--- config.mk ---
export PLATFORM = sky130hd
export DESIGN_NAME = traffic_phase_ctrl
export DESIGN_NICKNAME = d
export VERILOG_FILES = /design/src/rtl/traffic_pkg.sv /design/src/rtl/traffic_phase_ctrl_walk_debounce.sv /design/src/rtl/traffic_phase_ctrl.sv
export SDC_FILE = /design/constraint.sdc
export NUM_CORES = 1
export LEC_CHECK = 0
export CORE_UTILIZATION = 55
export DETAILED_ROUTE_END_ITERATION = 6
export PLACE_DENSITY = 0.79
export SLEW_MARGIN = 30
export SYNTH_ARGS = -nofsm -noshare
export SYNTH_HDL_FRONTEND = slang
export SYNTH_SLANG_ARGS = --single-unit
--- constraint.sdc ---
create_clock -name clk -period 8.46 [get_ports clk]
set_input_delay 1.692 -clock clk [delete_from_list [all_inputs] [get_ports clk]]
set_output_delay 1.692 -clock clk [all_outputs]
set_load 0.02 [all_outputs]
--- src/rtl/traffic_pkg.sv ---
// Shared phase encoding and lamp decode for the intersection controller.
package traffic_pkg;

    localparam int PHASE_W = 3;

    typedef enum logic [PHASE_W-1:0] {
        MAIN_G = 3'd0,
        MAIN_Y = 3'd1,
        WALK_A = 3'd2,
        SIDE_G = 3'd3,
        SIDE_Y = 3'd4,
        WALK_B = 3'd5
    } phase_t;

    typedef struct packed {
        logic main_g;
        logic main_y;
        logic main_r;
        logic side_g;
        logic side_y;
        logic side_r;
        logic walk;
    } lamps_t;

    function automatic lamps_t lamp_decode(input phase_t p);
        lamps_t l;
        l = '0;
        case (p)
            MAIN_G: begin l.main_g = 1'b1; l.side_r = 1'b1; end
            MAIN_Y: begin l.main_y = 1'b1; l.side_r = 1'b1; end
            SIDE_G: begin l.main_r = 1'b1; l.side_g = 1'b1; end
            SIDE_Y: begin l.main_r = 1'b1; l.side_y = 1'b1; end
            WALK_A, WALK_B: begin l.main_r = 1'b1; l.side_r = 1'b1; l.walk = 1'b1; end
            // Unused codes show all-red for the single clk before recovery.
            default: begin l.main_r = 1'b1; l.side_r = 1'b1; end
        endcase
        return l;
    endfunction

endpackage

--- src/rtl/traffic_phase_ctrl_walk_debounce.sv ---
// One pedestrian button debouncer: output high after DEB_LEN consecutive high samples.
module walk_debounce #(
    parameter int DEB_LEN = 3
) (
    input  logic clk,
    input  logic rst,
    input  logic raw,
    output logic deb
);

    logic [DEB_LEN-1:0] sr;

    always_ff @(posedge clk or posedge rst) begin
        if (rst) begin
            sr <= '0;
        end else begin
            sr <= {sr[DEB_LEN-2:0], raw};
        end
    end

    assign deb = &sr;

endmodule

--- src/rtl/traffic_phase_ctrl.sv ---
// Two-road intersection sequencer with on-demand all-red walk phases and jam-extended greens.
// Lamps change 1 clk after the tick that ends a phase; no backpressure, outputs are plain levels.
module traffic_phase_ctrl
    import traffic_pkg::*;
#(
    parameter int TICK_DIV   = 50_000_000,
    parameter int NUM_WALK   = 4,
    parameter int DEB_LEN    = 3,
    parameter int CNT_W      = 8,
    parameter int T_MAIN_G   = 12,
    parameter int T_SIDE_G   = 6,
    parameter int T_YEL      = 2,
    parameter int T_WALK     = 3,
    parameter int T_JAM_G    = 9,
    parameter int JAM_SAMPLE = 6
) (
    input  logic                clk,
    input  logic                rst,
    input  logic                sensor,
    input  logic [NUM_WALK-1:0] walk_req,
    output logic                main_g,
    output logic                main_y,
    output logic                main_r,
    output logic                side_g,
    output logic                side_y,
    output logic                side_r,
    output logic                walk_signal,
    output logic                walk_pending,
    output logic                jam_exists,
    output logic [PHASE_W-1:0]  phase
);

    localparam int DIV_W = (TICK_DIV > 2) ? $clog2(TICK_DIV) : 1;

    logic [DIV_W-1:0]    div_cnt;
    logic                tick;
    logic [NUM_WALK-1:0] walk_deb;
    logic                walk_set;
    phase_t              state;
    phase_t              next_state;
    lamps_t              lamps;
    logic [CNT_W-1:0]    dwell;
    logic [CNT_W-1:0]    dur;
    logic                leave;
    logic                bad_code;
    logic                jam_tick;
    logic                enter_walk;

    assign tick = (div_cnt == DIV_W'(TICK_DIV - 1));

    always_ff @(posedge clk or posedge rst) begin
        if (rst) begin
            div_cnt <= '0;
        end else begin
            div_cnt <= tick ? '0 : div_cnt + 1'b1;
        end
    end

    for (genvar i = 0; i < NUM_WALK; i++) begin : g_deb
        walk_debounce #(.DEB_LEN(DEB_LEN)) u_deb (
            .clk (clk),
            .rst (rst),
            .raw (walk_req[i]),
            .deb (walk_deb[i])
        );
    end

    assign walk_set = |walk_deb;

    always_comb begin
        dur = CNT_W'(T_WALK);
        case (state)
            MAIN_G:         dur = jam_exists ? CNT_W'(T_JAM_G) : CNT_W'(T_MAIN_G);
            SIDE_G:         dur = jam_exists ? CNT_W'(T_JAM_G) : CNT_W'(T_SIDE_G);
            MAIN_Y, SIDE_Y: dur = CNT_W'(T_YEL);
            default:        dur = CNT_W'(T_WALK);
        endcase
    end

    // ">=" rather than "==" so a jam found after the extended length already passed exits on the next tick.
    assign leave      = tick && (dwell >= dur - 1'b1);
    assign bad_code   = (state > WALK_B);
    assign jam_tick   = tick && ((state == MAIN_G) || (state == SIDE_G))
                        && (dwell == CNT_W'(JAM_SAMPLE - 1));
    assign enter_walk = leave && walk_pending && ((state == MAIN_Y) || (state == SIDE_Y));

    always_comb begin
        next_state = state;
        if (bad_code) begin
            next_state = MAIN_G;
        end else if (leave) begin
            case (state)
                MAIN_G:  next_state = MAIN_Y;
                MAIN_Y:  next_state = walk_pending ? WALK_A : SIDE_G;
                WALK_A:  next_state = SIDE_G;
                SIDE_G:  next_state = SIDE_Y;
                SIDE_Y:  next_state = walk_pending ? WALK_B : MAIN_G;
                default: next_state = MAIN_G;
            endcase
        end
    end

    always_ff @(posedge clk or posedge rst) begin
        if (rst) begin
            state <= MAIN_G;
            lamps <= lamp_decode(MAIN_G);
            dwell <= '0;
        end else begin
            state <= next_state;
            lamps <= lamp_decode(next_state);
            if (leave || bad_code) begin
                dwell <= '0;
            end else if (tick) begin
                dwell <= dwell + 1'b1;
            end
        end
    end

    always_ff @(posedge clk or posedge rst) begin
        if (rst) begin
            jam_exists   <= 1'b0;
            walk_pending <= 1'b0;
        end else begin
            if (leave || bad_code) begin
                jam_exists <= 1'b0;
            end else if (jam_tick) begin
                jam_exists <= sensor;
            end
            walk_pending <= walk_set | (walk_pending & ~enter_walk);
        end
    end

    assign main_g      = lamps.main_g;
    assign main_y      = lamps.main_y;
    assign main_r      = lamps.main_r;
    assign side_g      = lamps.side_g;
    assign side_y      = lamps.side_y;
    assign side_r      = lamps.side_r;
    assign walk_signal = lamps.walk;
    assign phase       = state;

endmodule

# After elaboration in Yosys (flattened, before gate mapping)
# Index checks and enable logic that the tools add are counted.
word_totals:
  regBits: 58
  in_bits: 7
classes:
  add_sub_neg: 3
  magnitude_cmp: 2
  eq_ne: 11
  muxes: 20
  bitwise: 3
  n_reduce_logical: 21
op_table:
  columns: ["operator", "count"]
  rows:
  - ["$add A26 B1 Y26 const B", 1]
  - ["$eq A26 B26 Y1 const B", 1]
  - ["$mux W26", 1]
  - ["$mux W8", 2]
  - ["$pmux W3 S5", 1]
  - ["$eq A3 B2 Y1 const B", 4]
  - ["$mux W3", 4]
  - ["$pmux W4 S3", 1]
  - ["$reduce_and A3 Y1", 4]
  - ["$mux W1", 10]
  - ["$eq A3 B3 Y1 const B", 3]
  - ["$add A8 B1 Y8 const B", 1]
  - ["$eq A8 B3 Y1 const B", 1]
  - ["$ge A8 B8 Y1", 1]
  - ["$reduce_or A2 Y1", 4]
  - ["$sub A8 B1 Y8 const B", 1]
  - ["$eq A3 B1 Y1 const B", 2]
  - ["$logic_not A3 Y1", 2]
  - ["$logic_and A1 B1 Y1", 5]
  - ["$mux W4", 1]
  - ["$reduce_bool A2 Y1", 2]
  - ["$reduce_or A4 Y1", 1]
  - ["$gt A3 B3 Y1 const B", 1]
  - ["$logic_or A1 B1 Y1", 3]
  - ["3 further kinds", 3]

# Depth between registers and ports, before layout
# Gate-level depths: netlist (run 1).
depth:
  ltp_word: 11
  ltp_mapped: 14
  mapped_depth_nobuf: 12

# Modules after synthesis
# From an unflattened synthesis (run 1), not the netlist that was laid out.
hier_totals:
  cells_unflattened: 288
  hier_area_um2: 2994.1
modules_own_cells:
  columns: ["mod", "n_inst", "cells_each", "area_per_inst_um2"]
  rows:
  - ["traffic_phase_ctrl", 1, 268, 2653.8]
  - ["walk_debounce", 4, 5, 85.1]

# Worst setup path before layout (run 1)
# No wires, ideal clock.
synth_timing:
  kind: "register to register"
  from: "register state[2] (netlist: phase[2])"
  to: "register dwell[1]"
  arrival_ps: 3283
  t_required_ps: 8373
  slack_ps: 5090
  stages_incl_launch_ff: 15
  n_path_buf: 3
  synth_period_minus_slack_ps: 3370
  path_cell_list: "dfrtp_1 -> clkbuf_1 -> clkbuf_1 -> o21bai_1 -> a22oi_1 -> ha_1 -> xnor2_1 -> ha_1 -> a211oi_1 -> o21ai_0 -> a211oi_1 -> or2_0 -> buf_6 -> nand2_1 -> a211oi_2"
synth_between:
  elab_chain_len: 8
  elab_cells_between_ends: 13
  cone_classes: "add/sub: 1; order compare: 2; eq/ne: 3; mux: 2; reduce/logical: 5"
synth_rtl:
  columns: ["element", "line_no", "source"]
  rows:
  - ["from (decl)", "traffic_phase_ctrl.sv:39", "phase_t state;"]
  - ["from (signal assigned)", "traffic_phase_ctrl.sv:109", "state <= next_state;"]
  - ["$eq A3 B1 Y1 or $eq A3 B3 Y1 (tied branches)", "traffic_phase_ctrl.sv:72", "case (state)"]
  - ["$reduce_or A2 Y1", "traffic_phase_ctrl.sv:72", null]
  - ["$pmux W4 S3", "traffic_phase_ctrl.sv:72", null]
  - ["$sub A8 B1 Y8", "traffic_phase_ctrl.sv:81", "assign leave = tick && (dwell >= dur - 1'b1);"]
  - ["$ge A8 B8 Y1", "traffic_phase_ctrl.sv:81", null]
  - ["$logic_and A1 B1 Y1", "traffic_phase_ctrl.sv:81", null]
  - ["$logic_or A1 B1 Y1 (*)", "traffic_phase_ctrl.sv:111", "if (leave || bad_code) begin"]
  - ["$mux W8 or $reduce_bool A2 Y1 (tied branches)", null, null]
  - ["to (signal assigned)", "traffic_phase_ctrl.sv:114", "dwell <= dwell + 1'b1;"]
  - ["to (decl)", "traffic_phase_ctrl.sv:42", "logic [CNT_W-1:0] dwell;"]
# Mark *: on every way between the ends. The rest lies on a longest branch, timed or not.
# A chain may end at the register's enable or synchronous reset.

# Worst setup path after layout (run 1)
layout_timing:
  from: "register state[0] (netlist: phase[0])"
  to: "register dwell[1]"
# The elaborated chain is that of the path after synthesis.

==> metrics.txt, run 1 <==
outcome finished clean; final setup margin 4.60 ns; CP max stage delay 0.59 ns; top post-synthesis cells by count dfrtp_1, nor2_1, nand2_1; TritonCTS Buffers 9; PostCTS Resize Cnt 0; Syn Std Cell Area between 2000 and 3000 um^2; #FFs+latches synth 58; adder-cell area share of the yosys netlist around 5.5%; crit path launch type register; Die H roughly 75 um; Cell variety after synth between 40 and 50; via count 2,191; Reg2Reg Depth 11; max frequency 0.259 GHz; Tmin final 3.86 ns; Arrival @ worst endpoint 4.11 ns; crit path max fanout 14; clk sinks between 50 and 60; Reg clk slew, reported paths 0.08 ns; area leader, netlist dfrtp_1; final hold violation count 0; vias in the first global route 2,080; register area share after synthesis 49.2%; Max rail drop VDD 0.000161 V; nets approximately 330; CTS tree built; required time worst endpoint slightly below 9 ns; synthesis-to-layout area growth 15.2%; Worst Hold End g_deb[0].u_deb.sr[1]$_DFF_PP0_; P per Cell Area 170 nW/um^2; Post-CTS Hold Fix Bufs 0; Setup WS pre-CTS 4.70 ns; Synth Area in Compound Gates 6.36%; slowest CP cell a211oi_1; r2r endpoint dwell[1]$_DFFE_PP0P_; Die X 75.3 um; Setup CP Type register to register; DRT iter0 DRCs 146; most area-consuming cells after synthesis dfrtp_1, ha_1, xnor2_1, nor2_1, xor2_1; first-pass GRT wire length 9580 um; Sw Share 21.8%; row count 26; final setup fails 0; GP Congestion 0.853; Sequential Power Share between 40 and 50%; 1st-pass router iterations 4; Critical path buffers and inverters 0; Worst setup EP type register; ys flop type dfrtp_1; Hold Path Class register to register; layout cell share with drive strength beyond 1 9.78%; DRC viols 0; post-synthesis mux area share 0.720%; clk_lat worst skew 0.34 ns; XOR/XNOR Fraction of Synth Area 9.49%; Cell Area, Placed roughly 3200 um^2; Lkg Pwr 1.48 nW; Core Area 5140 um^2; routed len/inst 14.6 um; Post CTS Setup Buffer Count 0; relative slew slack 53.2%; hold_sp g_deb[0].u_deb.sr[0]$_DFF_PP0_; largest net degree at the start of global routing 59; syn_nets 312; Final Max Slew Viols 0; hold depth 0; post-route setup TNS 0 ns; n_diodes 0; Cell Chain, Critical Path or2_2 -> a22oi_1 -> ha_1 -> xnor2_1 -> ha_1 -> a211oi_1 -> o21ai_0 -> a211oi_1 -> or2_0 -> nand2_1 -> a211oi_2; main combinational cell family by area after synthesis simple AND/OR/NAND/NOR gates; mean post-synth cell area 10.1 um^2; cell with the most instances after synthesis dfrtp_1; Net Sw Power between 0.0001 and 0.00015 W; Final Cell Area 3400 um^2; Worst Max-Slew Pin Slew 0.702 ns; num ports 19; RSZ-0062 raised after global routing false; Routed WL about 5600 um; CP delay by family, top compound AO/OA/AOI/OAI gates; reg-to-reg critical path startpoint phase[0]$_DFF_PP0_; CTS Root Cell clkbuf_8; grt ovf 0; total global-route track usage 23.3%; WHS 0.375 ns; Final ANT Viol Nets 0; period utilization 45.6%; CTS H-tree lvls 3; number of max-cap violations 0; flop2flop setup slack 4.60 ns; internal power 0.000452 W; ys async rst share between 90% and 100%; Clk pwr share 49.6%; Post-Synth Simple-Gate Area between 20% and 30%; Gate power share under 10%; top-area cell type share of the netlist area 47.5%; HPWL Detailed 3890 um; vias per inst about 5.7; number of synthesized flops with an enable pin 0; Starting Density between 50% and 60%; Max Buffers Root-to-Sink 2; Synth Instances 292; clk_skew 0.00867 ns; die area 5670 um^2; synth warn 0; IO buf count 18; number of antenna violations at the first check in global routing 0
-- stage by stage --
stage,std cells,power (W),utilization [%]
floorplan,292,0.000292,-
global placement,371,0.000297,61.8
detailed placement,371,0.000298,61.8
CTS,387,0.000585,66.2
global route,387,0.000597,66.2
finish,387,0.000578,66.2
-- worst reg2reg max path, stage by stage (launching register included) --
cell	delay, ns
dfrtp_1	0.54
or2_2	0.38
a22oi_1	0.24
ha_1	0.23
xnor2_1	0.13
ha_1	0.26
a211oi_1	0.19
o21ai_0	0.12
a211oi_1	0.59
or2_0	0.48
nand2_1	0.34
a211oi_2	0.27
-- cells in the final DEF (no fill, tap or decap), types with 2 or more instances in the layout --
cell	n
dfrtp_1	56
nor2_1	34
nand2_1	27
nand3_1	19
xnor2_1	18
clkdlybuf4s50_1	18
xor2_1	14
nand4_1	13
ha_1	13
clkbuf_8	9
and3_1	8
o21ai_0	6
inv_1	6
nor4_1	5
a21oi_1	5
nor2b_1	4
nand2b_1	4
nor3_1	4
a211oi_1	3
and4_1	3
a31oi_1	3
clkinv_4	3
nor4_4	2
or4_1	2
or2_2	2
or3_1	2
o31ai_1	2
and2_1	2
conb_1	2
bufinv_16	2
dfstp_2	2
buf_4	2
-- power by group through the flow --
| stage | clock network [W] | registers [W] | logic (W) |
|---|---|---|---|
| floorplan | 0 | 0.000286 | 0.00000581 |
| global placement | 0 | 0.000286 | 0.0000105 |
| detailed placement | 0 | 0.000287 | 0.0000109 |
| CTS | 0.000292 | 0.000281 | 0.0000109 |
| global route | 0.000303 | 0.000282 | 0.0000122 |
| finish | 0.000287 | 0.000281 | 0.0000104 |
-- area by class of cell --
class | instances | area, um^2
clock buffers | 9 | 124
clock inverters | 7 | 103
fillers | 424 | 1740
inverters | 7 | 26.3
multi-input cells | 216 | 1410
flip-flops and latches | 58 | 1450
well taps | 70 | 87.6
repair buffers | 20 | 195
-- how the worst max path moves through the flow --
stage	start	endpoint	slack, ns	cells past startpoint
after CTS	phase[0]$_DFF_PP0_	dwell[1]$_DFFE_PP0P_	4.66	11
after detailed placement	phase[0]$_DFF_PP0_	dwell[1]$_DFFE_PP0P_	4.70	11
after floorplan	phase[2]$_DFF_PP0_	dwell[1]$_DFFE_PP0P_	5.09	14
final	phase[0]$_DFF_PP0_	dwell[1]$_DFFE_PP0P_	4.60	11
after global routing	phase[2]$_DFF_PP0_	dwell[1]$_DFFE_PP0P_	4.30	12
after global placement	phase[2]$_DFF_PP0_	dwell[1]$_DFFE_PP0P_	4.81	12
-- flip-flops by register name (all words and copies together) (netlist names) --
register        cells
div_cnt            26
phase               3
main_y              1
side_g              1
walk_signal         1
side_r              1
jam_exists          1
side_y              1
main_g              1
g_deb.u_deb.sr     12
main_r              1
dwell               8
walk_pending        1
-- layer usage --
| metal | up-vias | routed length, um | global-route usage [%] |
|---|---|---|---|
| li1 | 1061 | - | - |
| met1 | 1079 | 2580 | 30.6 |
| met2 | 46 | 2780 | 36.6 |
| met3 | 5 | 235 | 8.03 |
| met4 | 0 | 42 | 7.61 |
| met5 | - | 0 | 0 |
-- kinds of logic (layout without fill, tap and decap cells) --
group,Yosys count,in the layout
and+or+nand+nor,139,139
DFF,58,58
AOI/OAI and AO/OA,28,28
adders and majority gates,13,13
buffers and inverters,18,43
xor gates and xnor gates,32,32
other,2,2
muxes,2,2
Note: power is estimated with default switching activity, not from simulation.
==> inputs of run 2 (changes only) <==
Settings changed: CORE_UTILIZATION 55 to 53.
Clock period 8.46 ns to 3.25 ns, I/O delays scaled along.
==> run 2 against run 1 <==
- register-to-register slack lost 4.3 ns
- sequential cell count is the same
- non-clock buffer count grew 6
- utilization is essentially flat
- maximum frequency grew 29%
- via count shrank 0.14%
- sequential share of layout area shrank 0.79 points
- critical path type unchanged
- critical endpoint is now phase[1]$_DFF_PP0_
==> metrics.txt, run 2 (synthesis results as in run 1) <==
Die X 76.6 um (+1.8%); final setup margin 0.266 ns (-4.34 ns); n_diodes 0 (unchanged); TritonCTS Buffers 9 (unchanged); Die H 76.6 um (+1.8%); die area 5870 um^2 (+3.7%); Final Max Slew Viols 0 (unchanged); RSZ-0062 raised after global routing false; Routed WL 5480 um (-2.8%); placed insts 377 (+1.6%); Hold Path Class register to register; multi-input logic area 1420 um^2 (+0.53%); row count 26 (unchanged); Regs by FF count div_cnt: 26 flops, g_deb.u_deb.sr: 12 flops, dwell: 8 flops; number of antenna violations at the first check in global routing 0 (unchanged); via count 2,188 (-0.14%); Reg clk slew, reported paths 0.06 ns (-0.02 ns); outcome finished clean; IO buf count 18 (unchanged); synthesis-to-layout area growth 17.4%; clk_lat worst skew 0.33 ns (about the same); Largest Register div_cnt; grt ovf 0 (unchanged); 1st-pass router iterations 4 (unchanged); Setup WS pre-CTS 0.237 ns (-4.47 ns); relative slew slack 52.8% (-0.32 points); Setup CP Type register to register; num ports 19 (unchanged); Starting Density 56.4% (-1.1 points); hold depth 0 (unchanged); register area 1450 um^2 (unchanged); Worst Max-Slew Pin Slew 0.707 ns (+0.00484 ns); GP Congestion 0.852 (-0.15%); clk_skew 0.00829 ns (-0.000380 ns); WHS 0.376 ns (+0.000887 ns); CTS H-tree lvls 3 (unchanged); Reg2Reg Depth 12 (+1); DRC viols 0 (unchanged); Max Buffers Root-to-Sink 2 (unchanged); vias in the first global route 2,029 (-2.5%); DRT iter0 DRCs 115 (-21%); post-route setup TNS 0 ns (unchanged); vias per inst 5.57 (-1.7%); leading cell type in the layout, fill and taps excluded dfrtp_1; total global-route track usage 21.0% (-2.3 points); Arrival @ worst endpoint 3.20 ns (-0.91 ns); final hold violation count 0 (unchanged); nets 338 (+1.8%); Final ANT Viol Nets 0 (unchanged); crit path launch type register; P per Cell Area 442 nW/um^2 (+160%); first-pass GRT wire length 9540 um (-0.44%); max frequency 0.335 GHz (+29%); HPWL Detailed 3820 um (-1.6%); period utilization 91.8% (+46 points); layout cell share with drive strength beyond 1 12.1% (+2.3 points); largest net degree at the start of global routing 59 (unchanged); routed len/inst 13.9 um (-4.3%); CTS Root Cell clkbuf_8; Pwr Total 0.00153 W (+160%); final setup fails 0 (unchanged); Fillers 415 (-2.1%); number of max-cap violations 0 (unchanged); CTS tree built; max FFs per register 26 (unchanged); Worst setup EP type register; crit path max fanout 9 (-5); Finished Layout Cells 393 (+1.6%); Max rail drop VDD 0.000385 V (+140%); Core Area 5240 um^2 (+1.9%); commonest non-fill, non-tap cells in the layout dfrtp_1, nor2_1, nand2_1; clk sinks 58 (unchanged); Post-CTS Hold Fix Bufs 0 (unchanged); Lkg Pwr 1.52 nW (+2.5%); Tmin final 2.98 ns (-0.874 ns); required time worst endpoint 3.46 ns (-5.25 ns)
[run 2: cell types whose count changed in the layout (fill, tap and decap cells not counted)]
| cell | before | now |
|---|---|---|
| a211oi_1 | 3 | 2 |
| a211oi_2 | 1 | 2 |
| nand2_1 | 27 | 26 |
| buf_4 | 2 | 8 |
| clkbuf_8 | 9 | 12 |
| inv_6 | 1 | 0 |
| clkinv_2 | 0 | 1 |
| nand2_2 | 0 | 1 |
| clkinv_4 | 3 | 0 |
[run 2: stage by stage]
step                      utilization [%]  cell area [um^2]
after global placement               61.6              3230
after floorplan                         -              2960
after global routing                 66.2              3470
after detailed placement             61.6              3230
final                                66.2              3470
after CTS                            66.1              3460
[run 2: timing repair]
| action | 4_1_cts | 5_1_grt |
|---|---|---|
| setup endpoints to repair | 0 | 1 |
| gates resized for setup | 0 | 1 |
| setup buffers | 0 | 0 |
| hold endpoints to repair | 0 | 0 |
[run 2: cell type report]
type | count | area share, %
sequential | 58 | 41.9
multi-input combinational | 216 | 41.0
timing repair buffer | 26 | 6.93
clock buffer | 12 | 4.77
tap | 70 | 2.53
clock inverter | 4 | 2.09
inverter | 7 | 0.758
[run 2: worst paths after layout]
| kind | startpoint | to | slack, ns |
|---|---|---|---|
| max | phase[1]$_DFF_PP0_ | phase[1]$_DFF_PP0_ | 0.27 |
| max reg2reg | phase[1]$_DFF_PP0_ | phase[1]$_DFF_PP0_ | 0.27 |
| min in group asynchronous | rst | div_cnt[15]$_DFF_PP0_ | 0.85 |
| min reg2reg | g_deb[1].u_deb.sr[1]$_DFF_PP0_ | g_deb[1].u_deb.sr[2]$_DFF_PP0_ | 0.38 |
| max in group asynchronous | rst | dwell[1]$_DFFE_PP0P_ | 1.94 |
| min | g_deb[1].u_deb.sr[1]$_DFF_PP0_ | g_deb[1].u_deb.sr[2]$_DFF_PP0_ | 0.38 |
[run 2: worst max-delay path: stages (launching register included)]
cell	delay, ns
dfrtp_1	0.40
or2_2	0.31
a22oi_1	0.22
ha_1	0.23
xnor2_1	0.14
ha_1	0.27
a211oi_1	0.20
o21ai_0	0.14
a211oi_2	0.25
buf_4	0.16
nor2_2	0.08
nand2_1	0.11
mux2_2	0.34
[run 2: power by group]
| group | leakage, nW | total, W | internal, W | switching, W |
|---|---|---|---|---|
| Sequential | 0.735 | 0.000733 | 0.000730 | 0.00000326 |
| Clock | 0.119 | 0.000772 | 0.000493 | 0.000279 |
| Combinational | 0.663 | 0.0000270 | 0.00000978 | 0.0000172 |
| Total | 1.52 | 0.00153 | 0.00123 | 0.000299 |
[run 2: layer usage]
| layer | track usage [%] | wire [um] | up-vias |
|---|---|---|---|
| met1 | 28.5 | 2610 | 1054 |
| met5 | 0 | 0 | - |
| met3 | 6.47 | 223 | 8 |
| met2 | 32.3 | 2580 | 49 |
| met4 | 6.35 | 65 | 0 |
| li1 | - | - | 1077 |
==> inputs of run 3 (changes only) <==
Settings changed: PLACE_DENSITY 0.79 to 0.83, REMOVE_ABC_BUFFERS set to 1.
==> run 3 against run 2 <==
- cell area increased by 0.65%
- utilization increased by 0.43 points
- first-iteration DRC count increased by 16%
- die area unchanged
- clock-buffer cell count decreased by 1
- non-clock buffer count is 2 higher
- clock power rose by 4.1%
- critical path depth is 1 higher
- clock skew decreased by 0.00068 ns
- sequential power barely moved
- global-route usage increased by 1.0 points
- sequential share of layout area down 0.27 points
- largest cell class unchanged
- largest power group unchanged
==> metrics.txt, run 3 (synthesis results as in run 1) <==
GP Congestion 0.927 (+8.8%); number of antenna violations at the first check in global routing 0 (unchanged); required time worst endpoint 3.46 ns (about the same); Max rail drop VDD 0.000329 V (-15%); synthesis-to-layout area growth 18.1%; clk_lat worst skew 0.33 ns (about the same); Finished Layout Cells 395 (+0.51%); HPWL Detailed 3940 um (+3.0%); max frequency 0.331 GHz (-1.3%); final hold violation count 0 (unchanged); Sequential Power Share 46.8% (-1.1 points); IO buf count 18 (unchanged); number of max-cap violations 0 (unchanged); CP max stage delay 0.47 ns (+0.07 ns); routed len/inst 14.5 um (+4.2%); internal power 0.00127 W (+3.0%); period utilization 93.0% (+1.2 points); crit path launch type register; DRC viols 0 (unchanged); Fillers 396 (-4.6%); largest net degree at the start of global routing 45 (-24%); layout cell share with drive strength beyond 1 12.6% (+0.54 points); multi-input logic area 1420 um^2 (unchanged); vias per inst 5.69 (+2.2%); Die X 76.6 um (unchanged); crit path max fanout 9 (unchanged); Max Buffers Root-to-Sink 2 (unchanged); row count 26 (unchanged); Lkg Pwr 1.52 nW (+0.46%); Worst setup EP type register; Pwr Total 0.00157 W (+2.3%); Setup CP Type register to register; Largest Register div_cnt; Regs by FF count div_cnt: 26 flops, g_deb.u_deb.sr: 12 flops, dwell: 8 flops; outcome finished clean; max FFs per register 26 (unchanged); Cell Area, Placed 3240 um^2 (+0.31%); clk sinks 58 (unchanged); register area 1450 um^2 (unchanged); Die H 76.6 um (unchanged); Gate power share 1.9% (about the same); Tmin final 3.02 ns (+0.0391 ns); via count 2,248 (+2.7%); Hold Path Class register to register; nets 340 (+0.59%); Starting Density 56.4% (unchanged); total global-route track usage 22.0% (+1.0 points); P per Cell Area 449 nW/um^2 (+1.6%); die area 5870 um^2 (unchanged); vias in the first global route 2,264 (+12%); CTS tree built; Clk pwr share 51.3% (+0.9 points); relative slew slack 51.0% (-1.9 points); Core Area 5240 um^2 (unchanged); Post CTS Setup Buffer Count 0 (unchanged); grt ovf 0 (unchanged); Final Max Slew Viols 0 (unchanged); commonest non-fill, non-tap cells in the layout dfrtp_1, nor2_1, nand2_1; Net Sw Power 0.000297 W (-0.71%); Sw Share 19.0% (-0.57 points); clk_skew 0.00761 ns (-0.000680 ns); 1st-pass router iterations 4 (unchanged); Final Cell Area 3490 um^2 (+0.65%); placed insts 379 (+0.53%); first-pass GRT wire length 10,000 um (+5.3%); TritonCTS Buffers 9 (unchanged); slowest CP cell dfrtp_1; CTS Root Cell clkbuf_8; DRT iter0 DRCs 133 (+16%); CTS H-tree lvls 3 (unchanged); n_diodes 0 (unchanged); Routed WL 5740 um (+4.7%); RSZ-0062 raised after global routing false; Worst Max-Slew Pin Slew 0.735 ns (+0.0275 ns); Cell Chain, Critical Path inv_2 -> nand2_1 -> a22oi_1 -> ha_1 -> xnor2_1 -> ha_1 -> a211oi_1 -> o21ai_0 -> a211oi_2 -> buf_4 -> nor2_2 -> nand2_1 -> mux2_2; Reg clk slew, reported paths 0.07 ns (about the same); final setup fails 0 (unchanged); leading cell type in the layout, fill and taps excluded dfrtp_1; Final ANT Viol Nets 0 (unchanged); Arrival @ worst endpoint 3.23 ns (+0.03 ns); num ports 19 (unchanged)
run 3: area by class of cell:
| class | count | share of cell area, % |
|---|---|---|
| Tap cell | 70 | 2.51 |
| Clock buffer | 11 | 4.05 |
| Sequential cell | 58 | 41.7 |
| Multi-Input combinational cell | 216 | 40.7 |
| Timing Repair Buffer | 28 | 7.32 |
| Clock inverter | 5 | 2.94 |
| Inverter | 7 | 0.789 |
run 3: power groups by stage:
| stage | combinational (W) | sequential, W | clock [W] |
|---|---|---|---|
| 4_1_cts | 0.0000297 | 0.000733 | 0.000820 |
| 6_report | 0.0000290 | 0.000733 | 0.000804 |
| 2_1_floorplan | 0.0000151 | 0.000745 | 0 |
| 3_5_place_dp | 0.0000295 | 0.000746 | 0 |
| 5_1_grt | 0.0000334 | 0.000733 | 0.000847 |
| 3_3_place_gp | 0.0000287 | 0.000746 | 0 |
run 3: metal layers:
metal | vias to the layer above | GRT usage [%] | share of wire [%]
li1 | 1082 | - | -
met1 | 1097 | 26.5 | 46
met2 | 52 | 37.2 | 48
met3 | 17 | 4.67 | 3.5
met4 | 0 | 11.2 | 2.3
met5 | - | 0 | 0
run 3: worst max-delay path, delay by kind of cell (launching register included):
kind	cells	cell delay [ns]
adders and majority gates	2	0.52
DFF	1	0.47
muxes	1	0.35
buffers and inverters	2	0.30
and+or+nand+nor	3	0.29
xor gates and xnor gates	1	0.14
AOI/OAI and AO/OA	4	0.83
run 3: final timing paths:
kind | end | slack, ns | startpoint | cells after the start
worst max-delay path | phase[1]$_DFF_PP0_ | 0.23 | phase[2]$_DFF_PP0_ | 13
worst min-delay path | g_deb[0].u_deb.sr[2]$_DFF_PP0_ | 0.37 | g_deb[0].u_deb.sr[1]$_DFF_PP0_ | 0
worst max register to register | phase[1]$_DFF_PP0_ | 0.23 | phase[2]$_DFF_PP0_ | 13
worst min register to register | g_deb[0].u_deb.sr[2]$_DFF_PP0_ | 0.37 | g_deb[0].u_deb.sr[1]$_DFF_PP0_ | 0
max in group asynchronous | div_cnt[17]$_DFF_PP0_ | 1.88 | rst | 3
min in group asynchronous | g_deb[3].u_deb.sr[0]$_DFF_PP0_ | 0.77 | rst | 2
run 3: through the flow:
step	setup TNS, ns	hold WS, ns	setup slack, ns	util (%)
detailed placement	0	0.360	0.178	61.8
global route	0	0.383	0.0492	66.6
floorplan	-0.211	0.346	-0.110	-
global placement	0	0.348	0.374	61.8
CTS	0	0.376	0.132	66.4
finish	0	0.371	0.227	66.6
run 3: what timing repair did:
item,in CTS,in global routing
setup endpoints to repair,0,10
hold endpoints to repair,0,0
hold buffers,0,0
gates resized for setup,0,3
